## config.mk

```make
export PLATFORM = sky130hd
export DESIGN_NAME = arb_grant_tracker
export DESIGN_NICKNAME = d
export VERILOG_FILES = /design/src/rtl/arb_grant_tracker_pkg.sv /design/src/rtl/arb_grant_tracker_onehot_to_index.sv /design/src/rtl/arb_grant_tracker.sv
export SDC_FILE = /design/constraint.sdc
export NUM_CORES = 1
export LEC_CHECK = 0
export CAP_MARGIN = 15
export CORE_AREA = 2 2 110 112
export DETAILED_ROUTE_END_ITERATION = 7
export DIE_AREA = 0 0 112 114
export GPL_TIMING_DRIVEN = 0
export PLACE_DENSITY_LB_ADDON = 0.12
export SYNTH_ARGS = -nofsm -noshare
export SYNTH_HDL_FRONTEND = slang
export SYNTH_HIERARCHICAL = 1
export SYNTH_SLANG_ARGS = --single-unit
```

## constraint.sdc

```tcl
create_clock -name clk -period 4.1 [get_ports clk]
set_input_delay 0.41 -clock clk [delete_from_list [all_inputs] [get_ports clk]]
set_output_delay 0.41 -clock clk [all_outputs]
set_load 0.005 [all_outputs]
```

## src/rtl/arb_grant_tracker_pkg.sv

```systemverilog
// Shared definitions for the arbiter grant tracker: FSM states, counter width,
// and small helpers used by the tracker datapath.
package arb_grant_tracker_pkg;

    typedef enum logic [1:0] {
        ST_IDLE   = 2'd0,
        ST_OWNED  = 2'd1,
        ST_LOCKED = 2'd2
    } state_t;

    localparam int unsigned CNT_W = 8;
    localparam logic [CNT_W-1:0] CNT_MAX = '1;

    // True when exactly one bit of v is set (vectors up to 32 requesters).
    function automatic logic is_onehot(input logic [31:0] v);
        return (v != '0) && ((v & (v - 32'd1)) == '0);
    endfunction

    // Saturating increment for tenure and starvation counters.
    function automatic logic [CNT_W-1:0] sat_inc(input logic [CNT_W-1:0] c);
        return (c == CNT_MAX) ? c : c + CNT_W'(1);
    endfunction

endpackage

```

## src/rtl/arb_grant_tracker_onehot_to_index.sv

```systemverilog
// One-hot to binary index encoder: OR of the indices of all set bits, which is
// exact for one-hot inputs and 0 for an all-zero input.
module onehot_to_index #(
    parameter int unsigned W_REQ = 8,
    parameter int unsigned W_IDX = $clog2(W_REQ)
) (
    input  logic [W_REQ-1:0] i_onehot,
    output logic [W_IDX-1:0] o_idx
);

    // OR-reduce the index of every asserted input bit.
    always_comb begin
        o_idx = '0;
        for (int unsigned i = 0; i < W_REQ; i++) begin
            if (i_onehot[i]) begin
                o_idx = o_idx | W_IDX'(i);
            end
        end
    end

endmodule

```

## src/rtl/arb_grant_tracker.sv

```systemverilog
// Grant tracker: registers the address-phase and data-phase owners from the
// selector's one-hot grant, and feeds back rotation hint and starvation flags.
module arb_grant_tracker
    import arb_grant_tracker_pkg::*;
#(
    parameter int unsigned W_REQ        = 8,
    parameter int unsigned W_IDX        = $clog2(W_REQ),
    parameter int unsigned MAX_TENURE   = 16,
    parameter int unsigned STARVE_LIMIT = 64
) (
    input  logic             clk,
    input  logic             rst_n,
    input  logic [W_REQ-1:0] req,
    input  logic [W_REQ-1:0] gnt,
    input  logic             lock,
    input  logic             hready,
    output logic [W_REQ-1:0] aphase_sel,
    output logic [W_IDX-1:0] aphase_idx,
    output logic [W_REQ-1:0] dphase_sel,
    output logic [W_IDX-1:0] dphase_idx,
    output logic             dphase_valid,
    output logic             canchange,
    output logic [W_REQ-1:0] starved,
    output logic             gnt_err
);

    localparam logic [CNT_W-1:0] L_MAX_TEN = CNT_W'(MAX_TENURE);
    localparam logic [CNT_W-1:0] L_STARVE  = CNT_W'(STARVE_LIMIT);

    state_t             r_state;
    state_t             w_state_nxt;
    logic [W_REQ-1:0]   r_aph;
    logic [W_REQ-1:0]   w_aph_nxt;
    logic [W_REQ-1:0]   r_dph;
    logic               r_dvalid;
    logic [CNT_W-1:0]   r_tenure;
    logic [CNT_W-1:0]   w_tenure_nxt;
    logic               r_cc;
    logic               w_cc_nxt;
    logic               r_err;
    logic [W_REQ-1:0]   w_hit;
    logic               w_legal;
    logic               w_err;
    logic [W_REQ-1:0]   w_gv;

    // Qualify the grant: exactly one granted requester, and nothing granted
    // to a non-requester; anything else is squashed and flagged.
    always_comb begin
        w_hit   = gnt & req;
        w_legal = is_onehot(32'(w_hit)) && ((gnt & ~req) == '0);
        w_gv    = w_legal ? gnt : '0;
        w_err   = (gnt != '0) && !w_legal;
    end

    // Next owner/state/tenure; lock is checked before the grant, so a locked
    // owner keeps the bus regardless of what the selector offers.
    always_comb begin
        w_state_nxt  = r_state;
        w_aph_nxt    = r_aph;
        w_tenure_nxt = r_tenure;
        if (hready) begin
            w_aph_nxt   = w_gv;
            w_state_nxt = (w_gv != '0) ? ST_OWNED : ST_IDLE;
            case (r_state)
                ST_OWNED, ST_LOCKED: begin
                    if (lock && (r_aph != '0)) begin
                        w_aph_nxt   = r_aph;
                        w_state_nxt = ST_LOCKED;
                    end
                end
                default: ;
            endcase
            w_tenure_nxt = ((w_aph_nxt == r_aph) && (r_aph != '0)) ? sat_inc(r_tenure) : '0;
        end
        w_cc_nxt = (w_tenure_nxt >= L_MAX_TEN) && (w_state_nxt != ST_LOCKED);
    end

    // Phase registers, tenure, rotation hint and grant-error pulse.
    always_ff @(posedge clk or negedge rst_n) begin
        if (!rst_n) begin
            r_state  <= ST_IDLE;
            r_aph    <= '0;
            r_dph    <= '0;
            r_dvalid <= 1'b0;
            r_tenure <= '0;
            r_cc     <= 1'b0;
            r_err    <= 1'b0;
        end else begin
            r_state  <= w_state_nxt;
            r_aph    <= w_aph_nxt;
            r_tenure <= w_tenure_nxt;
            r_cc     <= w_cc_nxt;
            r_err    <= w_err;
            if (hready) begin
                r_dph    <= r_aph;
                r_dvalid <= (r_aph != '0);
            end
        end
    end

    for (genvar g = 0; g < W_REQ; g++) begin : g_starve
        logic [CNT_W-1:0] r_cnt;
        logic [CNT_W-1:0] w_cnt_nxt;
        logic             r_flag;

        assign w_cnt_nxt = (req[g] && !r_aph[g]) ? sat_inc(r_cnt) : '0;

        // Count cycles requester g waits without owning the address phase.
        always_ff @(posedge clk or negedge rst_n) begin
            if (!rst_n) begin
                r_cnt  <= '0;
                r_flag <= 1'b0;
            end else begin
                r_cnt  <= w_cnt_nxt;
                r_flag <= (w_cnt_nxt >= L_STARVE);
            end
        end

        assign starved[g] = r_flag;
    end

    onehot_to_index #(.W_REQ(W_REQ), .W_IDX(W_IDX)) u_aph_idx (
        .i_onehot (r_aph),
        .o_idx    (aphase_idx)
    );

    onehot_to_index #(.W_REQ(W_REQ), .W_IDX(W_IDX)) u_dph_idx (
        .i_onehot (r_dph),
        .o_idx    (dphase_idx)
    );

    assign aphase_sel   = r_aph;
    assign dphase_sel   = r_dph;
    assign dphase_valid = r_dvalid;
    assign canchange    = r_cc;
    assign gnt_err      = r_err;

endmodule
```

==> impl_metrics.json, run 1 <==
{
  "status": "complete, no violations",
  "grt_pass1_vias": 3668,
  "worstSetupEndpointType": "flip-flop",
  "crit_path_start_kind": "primary input",
  "post-route-drc-count": 0,
  "swShare_pct": 23.7,
  "ir_worst_vdd_v": 0.000188,
  "start_util_pct": 42.7,
  "setup-violations-final": 0,
  "num-nets-final": 599,
  "drive_gt1_share_pct": 9.57,
  "place_congestion": 0.797,
  "drt_pass1_iterations": 4,
  "holdCritPathClass": "in2async",
  "hpwl_um": 7400,
  "portBuffers": 51,
  "cts_tree": "built",
  "die_height_um": 114,
  "diodes": 0,
  "die_w_um": 112,
  "vias": 3832,
  "grt_pass1_wl_um": 17500,
  "cts_hold_repair.buffers": 0,
  "p_total_mw": 2.07,
  "drv_cap": 0,
  "clock_path_buffers": 2,
  "leakagePower_nw": 2.77,
  "finalCritPeriodShare_pct": 71.8,
  "syn_nets": 536,
  "netlist-cell-type-count": 51,
  "insertion_delay_ns": 0.35,
  "worst_slew_pin_slew_ns": 0.591,
  "synth_top_area_share_pct": 50.6,
  "synth_ff_type": "dfrtp_1",
  "grt_max_degree": 61,
  "antenna_found_initial": 0,
  "netlist_instances": 507,
  "wirelength_um": 10500,
  "worstPathRequired_ns": 4.34,
  "post_drt_wl_per_cell_um": 14.5,
  "synth.most_common_cell": "dfrtp_1",
  "clk_pin_slew_worst_paths_ns": 0.07,
  "synth_edf_count": 0,
  "via_per_inst": 5.31,
  "p_clk_share_pct": 40.3,
  "synthTopCellsByArea": "dfrtp_1, nor2_1, nand3_1, xor2_1, and3_1",
  "synthTopCellsByCount": "dfrtp_1, nor2_1, nand3_1",
  "rr_worst_depth": 5,
  "ant_nets": 0,
  "rsz0062_at_grt": "false",
  "power.internal_mw": 1.58,
  "overflow": 0,
  "cp.arrival_ns": 3.18,
  "cts.htree.levels": 3,
  "async_flop_share_pct": 100,
  "grt_usage_pct": 17.2,
  "slew_violations": 0,
  "switching_power_uw": 491,
  "critical_path_class": "in2reg",
  "cts_made_buffers": 9,
  "p_seq_share_pct": 50.9,
  "min_period_ns": 2.95,
  "nFillCells": 1073,
  "post_cts.repair.setup_buffers": 0,
  "ys_seq_elements": 101,
  "dieArea_sq_um": 12800,
  "p_comb_share_pct": 8.8,
  "post-route-util_pct": 51.2,
  "rows": 40,
  "syn_to_final_growth_pct": 20.1,
  "syn_area_sq_um": 5000,
  "multi_input_area_sq_um": 2310,
  "relSlewSlack_pct": 60.2,
  "root_buffer": "clkbuf_16",
  "cts_resized": 0,
  "core-area_sq_um": 11700,
  "ioPinCount": 53,
  "register_area_sq_um": 2530,
  "path_max_fanout": 8,
  "cts_sinks": 101,
  "powerDensity_nw_per_um2": 345,
  "skew_ns": 0.0103,
  "report.final.hold_viol_count": 0,
  "syn_area_per_cell_sq_um": 9.86,
  "yosysWarnings": 6,
  "fmaxAchievable_mhz": 340,
  "drtIter0Drc": 203,
  "synth_top_area_cell": "dfrtp_1",
  "ys_seq_area_share_pct": 50.6
}
cell families (layout without fill, tap and decap cells):
logic type      Yosys count  count (layout)  synth area share, %
compound gates           85              85                 11.6
buf+inv                  34             102                 3.25
simple gates            225             225                 22.4
xor+xnor                 34              34                 5.96
fa+ha+maj                 9               9                 2.25
flops                   101             101                 50.6
mux                      19              19                 4.01
through the flow:
step           hold slack (ns)  instances  TNS [ns]  worst slack, ns  cell area [sq um]
3_3_place_gp             0.497        705   -125.87            -1.25               5690
6_report                0.0447        722         0             1.15               6000
2_1_floorplan            0.114        507         0             1.76               5000
4_1_cts                 0.0623        722         0             1.15               6000
5_1_grt                 0.0928        722         0            0.971               6000
3_5_place_dp             0.440        706         0            0.797               5720
critical path, stage by stage:
cell and delay (ns):
clkdlybuf4s50_1 0.49, a222oi_1 0.51, and2_4 0.25, o21ai_2 0.08, a311oi_4 0.37, nand3_1 0.20, a221oi_2 0.40, a31oi_2 0.28
o32ai_2 0.19
area by class of cell:
class                      count  area share [%]
buffer                        16            1.58
clock inverter                 4           0.813
inverter                      18            1.13
sequential                   101            42.1
timing repair buffer          52            8.92
clock buffer                  12            3.94
tap                          147            3.06
multi-input combinational    372            38.4
power groups by stage:
stage / combinational, mW / sequential (mW) / clock (mW)
2_1_floorplan: 0.0980 / 1.07 / 0
3_3_place_gp: 0.177 / 1.07 / 0
3_5_place_dp: 0.184 / 1.07 / 0
4_1_cts: 0.186 / 1.05 / 0.859
5_1_grt: 0.207 / 1.06 / 0.897
6_report: 0.182 / 1.05 / 0.833
metal layers:
layer | up-vias | part of all wire, % | GRT usage, %
li1 | 1921 | - | -
met4 | 0 | 1.3 | 7.89
met5 | - | 0 | 0
met3 | 12 | 3.0 | 3.45
met2 | 44 | 46 | 27.2
met1 | 1855 | 49 | 22.9
final timing paths:
kind,to,startpoint,slack [ns]
worst min register to register,dphase_sel[0],dphase_sel[0],0.51
worst min-delay path,g_starve[0].r_cnt[5],rst_n,0.04
max in group asynchronous,g_starve[1].r_cnt[5],rst_n,3.36
min in group clk,dphase_sel[7],hready,0.40
worst max-delay path,canchange,gnt[0],1.15
worst max register to register,canchange,aphase_sel[0],1.75
flip-flops by register name, summed over array words and instances, names as in the netlist:
| register | flops |
|---|---|
| aphase_sel | 8 |
| canchange | 1 |
| g_starve.r_flag | 8 |
| gnt_err | 1 |
| r_state | 2 |
| r_tenure | 8 |
| dphase_valid | 1 |
| g_starve.r_cnt | 64 |
| dphase_sel | 8 |
cell usage in the layout (no fill, tap or decap), types with 9 or more instances in the layout:
cell             count
a21oi_1             27
a31oi_1              9
and3_1              23
buf_4               10
clkbuf_1             9
clkbuf_16            9
clkdlybuf4s50_1     50
dfrtp_1            101
ha_1                 9
inv_1               18
mux2i_1             11
nand2_1             35
nand3_1             37
nor2_1              67
nor3_1              14
o21ai_0             22
or2_2               11
or4_1                9
xnor2_1             15
xor2_1              19
Power figures use the tool's default switching activity.
==> run 2, diff against run 1 <==
==> constraint.sdc (replaced) <==
create_clock -name clk -period 2.54 [get_ports clk]
set_input_delay 0.254 -clock clk [delete_from_list [all_inputs] [get_ports clk]]
set_output_delay 0.254 -clock clk [all_outputs]
set_load 0.005 [all_outputs]
==> run 2 against run 1 <==
Global-route usage grew 0.29 points. Largest cell class unchanged. Largest power group unchanged. Cell area increased by 1.8%. Final cell count is 0.97% higher. Clock skew is 0.00090 ns lower. Critical path type unchanged. Sequential share of layout area shrank 0.75 points. Flip-flop and latch count is the same. Die area did not move. First-iteration DRC count down 1.5%. Wire length up 1.7%. Non-clock buffer count up 7. Clock power is 62% higher. Power grew 62%.
==> impl_metrics.json, run 2 (synthesis gave the netlist of run 1 again) <==
{
  "status": "complete, no violations",
  "ioPinCount": 53,
  "wirelength_um": 10600,
  "largest_reg_flops": 64,
  "max_stage_delay_ns": 0.53,
  "ant_nets": 0,
  "setup-violations-final": 0,
  "place_congestion": 0.797,
  "finalSetupTns_ns": 0,
  "num-nets-final": 606,
  "slew_violations": 0,
  "portBuffers": 51,
  "relSlewSlack_pct": 57.1,
  "cp_top_family": "compound AO/OA/AOI/OAI gates",
  "die_height_um": 114,
  "cts.htree.levels": 3,
  "fin_area_sq_um": 6110,
  "grt_pass1_vias": 3761,
  "powerDensity_nw_per_um2": 550,
  "clk_pin_slew_worst_paths_ns": 0.07,
  "antenna_found_initial": 0,
  "ir_worst_vdd_v": 0.000309,
  "post_drt_wl_per_cell_um": 14.6,
  "cp.arrival_ns": 2.71,
  "drt_pass1_iterations": 4,
  "drive_gt1_share_pct": 11.5,
  "grt_usage_pct": 17.4,
  "p_seq_share_pct": 50.6,
  "critical_path_class": "in2reg",
  "die_w_um": 112,
  "root_buffer": "clkbuf_16",
  "via_per_inst": 5.34,
  "grt_pass1_wl_um": 17800,
  "leakagePower_nw": 2.85,
  "path_max_fanout": 4,
  "cts_made_buffers": 9,
  "dieArea_sq_um": 12800,
  "core-area_sq_um": 11700,
  "drv_cap": 0,
  "rows": 40,
  "cts_sinks": 101,
  "placed_cell_area_sq_um": 5720,
  "power.internal_mw": 2.56,
  "worstPathRequired_ns": 2.78,
  "clock_path_buffers": 2,
  "finalCritPeriodShare_pct": 97.3,
  "hold_ws_ns": 0.241,
  "post-route-drc-count": 0,
  "setup_ws_ns": 0.0684,
  "drtIter0Drc": 200,
  "grt_max_degree": 61,
  "start_util_pct": 42.7,
  "report.final.hold_viol_count": 0,
  "p_clk_share_pct": 40.1,
  "holdCritPathClass": "in2reg",
  "final_cell_mix": "dfrtp_1, nor2_1, clkdlybuf4s50_1",
  "p_comb_share_pct": 9.3,
  "worstSetupEndpointType": "flip-flop",
  "place_ws_ns": -0.607,
  "diodes": 0,
  "swShare_pct": 23.9,
  "slowest_stage": "clkdlybuf4s50_1",
  "skew_ns": 0.00937,
  "worst_slew_pin_slew_ns": 0.640,
  "vias": 3893,
  "rsz0062_at_grt": "false",
  "overflow": 0,
  "insertion_delay_ns": 0.35,
  "crit_path_start_kind": "primary input",
  "min_period_ns": 2.47,
  "cts_tree": "built",
  "switching_power_uw": 803,
  "mostFrequentLayoutCell": "dfrtp_1",
  "max_flop_register": "g_starve.r_cnt",
  "fmaxAchievable_mhz": 405,
  "syn_to_final_growth_pct": 22.3,
  "hpwl_um": 7400,
  "crit_buf_inv": 2,
  "cp_cell_sequence": "clkdlybuf4s50_1 -> a22oi_2 -> a221o_1 -> a311oi_4 -> buf_4 -> nand3_2 -> a221oi_4 -> a21oi_2 -> o32ai_2"
}
## run 2: cell types whose count changed in the layout (fill, tap and decap cells not counted), sizes merged
cell,delta
dlygate4sd2,+7
dlygate4sd3,+1
clkdlybuf4s50,-12
clkbuf,+1
buf,+6
dlymetal6s2s,+4
## run 2: through the flow
stage	power (mW)	std cells	util [%]
after floorplan	1.88	507	-
after global placement	2.01	705	48.6
after detailed placement	2.03	706	48.8
after CTS	3.40	729	52.0
after global routing	3.51	729	52.2
final	3.36	729	52.2
## run 2: layout make-up
class / instances / area [sq um]
fill: 1071 / 5600
sequential: 101 / 2530
multi-input combinational: 372 / 2360
timing repair buffer: 59 / 587
clock buffer: 12 / 236
tap: 147 / 184
buffer: 16 / 95.1
inverter: 18 / 67.6
clock inverter: 4 / 48.8
## run 2: layer usage
| metal | GRT usage, % | up-vias | wire (um) |
|---|---|---|---|
| met1 | 23.0 | 1882 | 5130 |
| met5 | 0 | - | 0 |
| met4 | 8.13 | 0 | 237 |
| met2 | 28.1 | 61 | 4920 |
| li1 | - | 1935 | - |
| met3 | 3.40 | 15 | 355 |
## run 2: path summary, 6_finish.rpt
| kind | startpoint | end | slack [ns] | cells after the start |
|---|---|---|---|---|
| worst max-delay path | req[6] | canchange | 0.07 | 9 |
| worst min-delay path | hready | dphase_sel[7] | 0.24 | 2 |
| worst max register to register | aphase_sel[0] | canchange | 0.26 | 7 |
| worst min register to register | dphase_sel[0] | dphase_sel[0] | 0.51 | 1 |
| max in group asynchronous | rst_n | g_starve[1].r_cnt[5] | 1.41 | 3 |
| min in group asynchronous | rst_n | g_starve[0].r_cnt[5] | 0.43 | 2 |
## run 2: power groups by stage
stage	logic [mW]	clock network (mW)	registers (mW)
after detailed placement	0.298	0	1.73
after global placement	0.286	0	1.73
after CTS	0.313	1.39	1.70
after floorplan	0.158	0	1.72
after global routing	0.352	1.45	1.71
final	0.311	1.35	1.70
## run 2: repair_timing
item | in CTS | in global routing
buffers inserted | 6 | 0
endpoints found under the hold margin | 41 | 0
hold buffers | 1 | 0
pin swaps | 6 | 7
resized for setup | 13 | 9
endpoints found under the setup margin | 9 | 8
==> run 3, diff against run 2 <==
--- a/config.mk
+++ b/config.mk
@@ -5,10 +5,11 @@
 export SDC_FILE = /design/constraint.sdc
 export NUM_CORES = 1
 export LEC_CHECK = 0
+export ABC_AREA = 1
 export CAP_MARGIN = 15
-export CORE_AREA = 2 2 110 112
+export CORE_AREA = 2 2 115 117
 export DETAILED_ROUTE_END_ITERATION = 7
-export DIE_AREA = 0 0 112 114
+export DIE_AREA = 0 0 117 119
 export GPL_TIMING_DRIVEN = 0
 export PLACE_DENSITY_LB_ADDON = 0.12
 export SYNTH_ARGS = -nofsm -noshare
==> constraint.sdc (replaced) <==
create_clock -name clk -period 3.15 [get_ports clk]
set_input_delay 0.315 -clock clk [delete_from_list [all_inputs] [get_ports clk]]
set_output_delay 0.315 -clock clk [all_outputs]
set_load 0.005 [all_outputs]
==> run 3 against run 2 <==
Synthesized cell count up 37%. Clock-buffer cell count unchanged. Global-route usage up 1.4 points. First-iteration DRC count up 34%. Setup slack better by 0.70 ns. Worst hold slack better by 0.24 ns. Die area up 9.0%. Highest routed layer unchanged.
==> impl_metrics.json, run 3 <==
{
  "status": "complete, no violations",
  "finalCritPeriodShare_pct": 75.7,
  "final_cell_mix": "nand2_1, inv_1, dfrtp_1",
  "synth.most_common_cell": "nand2_1",
  "rr_startpoint": "aphase_sel[7]",
  "nFillCells": 1235,
  "post-route-drc-count": 0,
  "netlist-cell-type-count": 41,
  "relSlewSlack_pct": 45.4,
  "cts_made_buffers": 9,
  "worstSetupEndpointType": "flip-flop",
  "finalSetupTns_ns": 0,
  "min_period_ns": 2.38,
  "post_drt_wl_per_cell_um": 12.8,
  "syn_area_per_cell_sq_um": 7.89,
  "path_common_cell": "nand2_1",
  "syn_to_final_growth_pct": 20.1,
  "synthTopCellsByArea": "dfrtp_1, nand2_1, inv_1, nor2_1, o21ai_0",
  "holdCritPathClass": "in2async",
  "cts_resized": 0,
  "report.final.hold_viol_count": 0,
  "placed_cells": 924,
  "cts.htree.levels": 3,
  "drt_pass1_iterations": 4,
  "mostFrequentLayoutCell": "nand2_1",
  "worstPathRequired_ns": 3.44,
  "register_area_sq_um": 2530,
  "fmaxAchievable_mhz": 420,
  "rows": 42,
  "powerDensity_nw_per_um2": 466,
  "wirelength_um": 12000,
  "post_cts.repair.setup_buffers": 0,
  "leakagePower_nw": 3.19,
  "max_stage_delay_ns": 0.55,
  "die_height_um": 119,
  "crit_path_start_kind": "primary input",
  "setup-violations-final": 0,
  "synth_top_area_cell": "dfrtp_1",
  "clk_pin_slew_worst_paths_ns": 0.07,
  "yosysWarnings": 6,
  "cp_cell_sequence": "clkdlybuf4s50_1 -> nand2_2 -> nand3_2 -> o21bai_2 -> nand2_1 -> nor2_4 -> nand3_2 -> nor2_2 -> nand2_1 -> nand2_1 -> nand2_1 -> o21ai_2 -> nand2_4 -> nand2_4 -> o21ai_1 -> nand3_2 -> nand2_1 -> inv_1",
  "place_congestion": 0.881,
  "max_flop_register": "g_starve.r_cnt",
  "ir_worst_vdd_v": 0.000313,
  "syn_area_sq_um": 5480,
  "rsz0062_at_grt": "false",
  "root_buffer": "clkbuf_16",
  "overflow": 0,
  "synthTopCellsByCount": "nand2_1, inv_1, dfrtp_1",
  "netlist_instances": 695,
  "grt_max_degree": 64,
  "via_per_inst": 4.85,
  "ant_nets": 0,
  "vias": 4560,
  "dieArea_sq_um": 13900,
  "die_w_um": 117,
  "grt_usage_pct": 18.9,
  "num-nets-final": 789,
  "grt_pass1_vias": 4448,
  "insertion_delay_ns": 0.35,
  "async_flop_share_pct": 100,
  "ys_seq_area_share_pct": 46.1,
  "skew_ns": 0.00722,
  "path_max_fanout": 6,
  "p_total_mw": 3.07,
  "critical_path_class": "in2reg",
  "drv_cap": 0,
  "syn_nets": 724,
  "core-area_sq_um": 12900,
  "largest_reg_flops": 64,
  "portBuffers": 52,
  "hold_ws_ns": 0.484,
  "ys_seq_elements": 101,
  "cts_tree": "built",
  "clock_path_buffers": 2,
  "synth_top_area_share_pct": 46.1,
  "antenna_found_initial": 0,
  "grt_pass1_wl_um": 20800,
  "synth_ff_type": "dfrtp_1",
  "drive_gt1_share_pct": 9.42,
  "instances_no_fill": 940,
  "start_util_pct": 42.6,
  "crit_path_start": "gnt[0]",
  "drtIter0Drc": 267,
  "cp.arrival_ns": 2.68,
  "slew_violations": 0,
  "ioPinCount": 53,
  "cts_sinks": 101,
  "synth_edf_count": 0,
  "worst_slew_pin_slew_ns": 0.813,
  "hpwl_um": 8970,
  "slowest_stage": "clkdlybuf4s50_1",
  "diodes": 0,
  "multi_input_area_sq_um": 2460,
  "post-route-util_pct": 51.1
}
[run 3: changes by cell type in the layout (fill, tap and decap cells not counted), moves of 9 or more]
cell / before / now
mux2i_1: 11 / 0
clkdlybuf4s50_1: 38 / 51
nand2_1: 35 / 121
inv_1: 18 / 105
nor2_1: 67 / 100
and3_1: 23 / 4
or4_1: 9 / 0
o21ai_0: 22 / 47
[run 3: logic make-up after synthesis]
family | count (synthesis) | share of synthesized area [%]
AO/OA/AOI/OAI | 106 | 10.9
flip-flops | 101 | 46.1
AND/OR/NAND/NOR | 327 | 27.2
XOR/XNOR | 29 | 4.63
adder cells (fa/ha/maj) | 9 | 2.05
buffers and inverters | 123 | 9.13
[run 3: repair_timing]
action,in CTS,in global routing
hold endpoints to repair,38,0
setup endpoints to repair,0,0
hold buffers,1,0
[run 3: area by class of cell]
| type | instances | share of cell area [%] |
|---|---|---|
| repair buffers | 54 | 8.44 |
| plain buffers | 13 | 1.33 |
| flip-flops and latches | 101 | 38.4 |
| clock buffers | 12 | 3.90 |
| inverters | 110 | 6.27 |
| multi-input cells | 471 | 37.3 |
| well taps | 176 | 3.34 |
| clock inverters | 3 | 1.05 |
[run 3: worst max-delay path: cells and delay by family]
family	cells	cell delay (ns)
AND/OR/NAND/NOR	13	1.36
buffers and inverters	2	0.60
AO/OA/AOI/OAI	3	0.41
[run 3: power by group]
| group | internal [mW] | total (mW) | switching [mW] | leakage, nW |
|---|---|---|---|---|
| sequential | 1.35 | 1.41 | 0.0614 | 1.37 |
| combinational | 0.195 | 0.450 | 0.255 | 1.66 |
| clock | 0.737 | 1.21 | 0.470 | 0.159 |
[run 3: layer usage]
| metal | wire length, um | up-vias | GRT usage, % |
|---|---|---|---|
| met5 | 0 | - | 0 |
| met3 | 542 | 9 | 5.14 |
| met2 | 5690 | 70 | 30.7 |
| met4 | 139 | 0 | 5.15 |
| met1 | 5630 | 2132 | 24.8 |
| li1 | - | 2349 | - |
[run 3: worst paths after layout]
path / to / slack [ns] / depth (start not counted)
max: canchange / 0.77 / 18
min: g_starve[4].r_cnt[3] / 0.48 / 2
max reg2reg: canchange / 0.84 / 16
min reg2reg: g_starve[0].r_cnt[2] / 0.51 / 1
max in group asynchronous: g_starve[0].r_flag / 1.97 / 3
min in group clk: g_starve[0].r_cnt[2] / 0.51 / 1
[run 3: metrics by stage]
stage	instance area [sq um]	setup slack (ns)
CTS	6590	0.763
global route	6590	0.501
floorplan	5480	1.30
global placement	6220	-2.18
detailed placement	6250	0.414
finish	6590	0.766
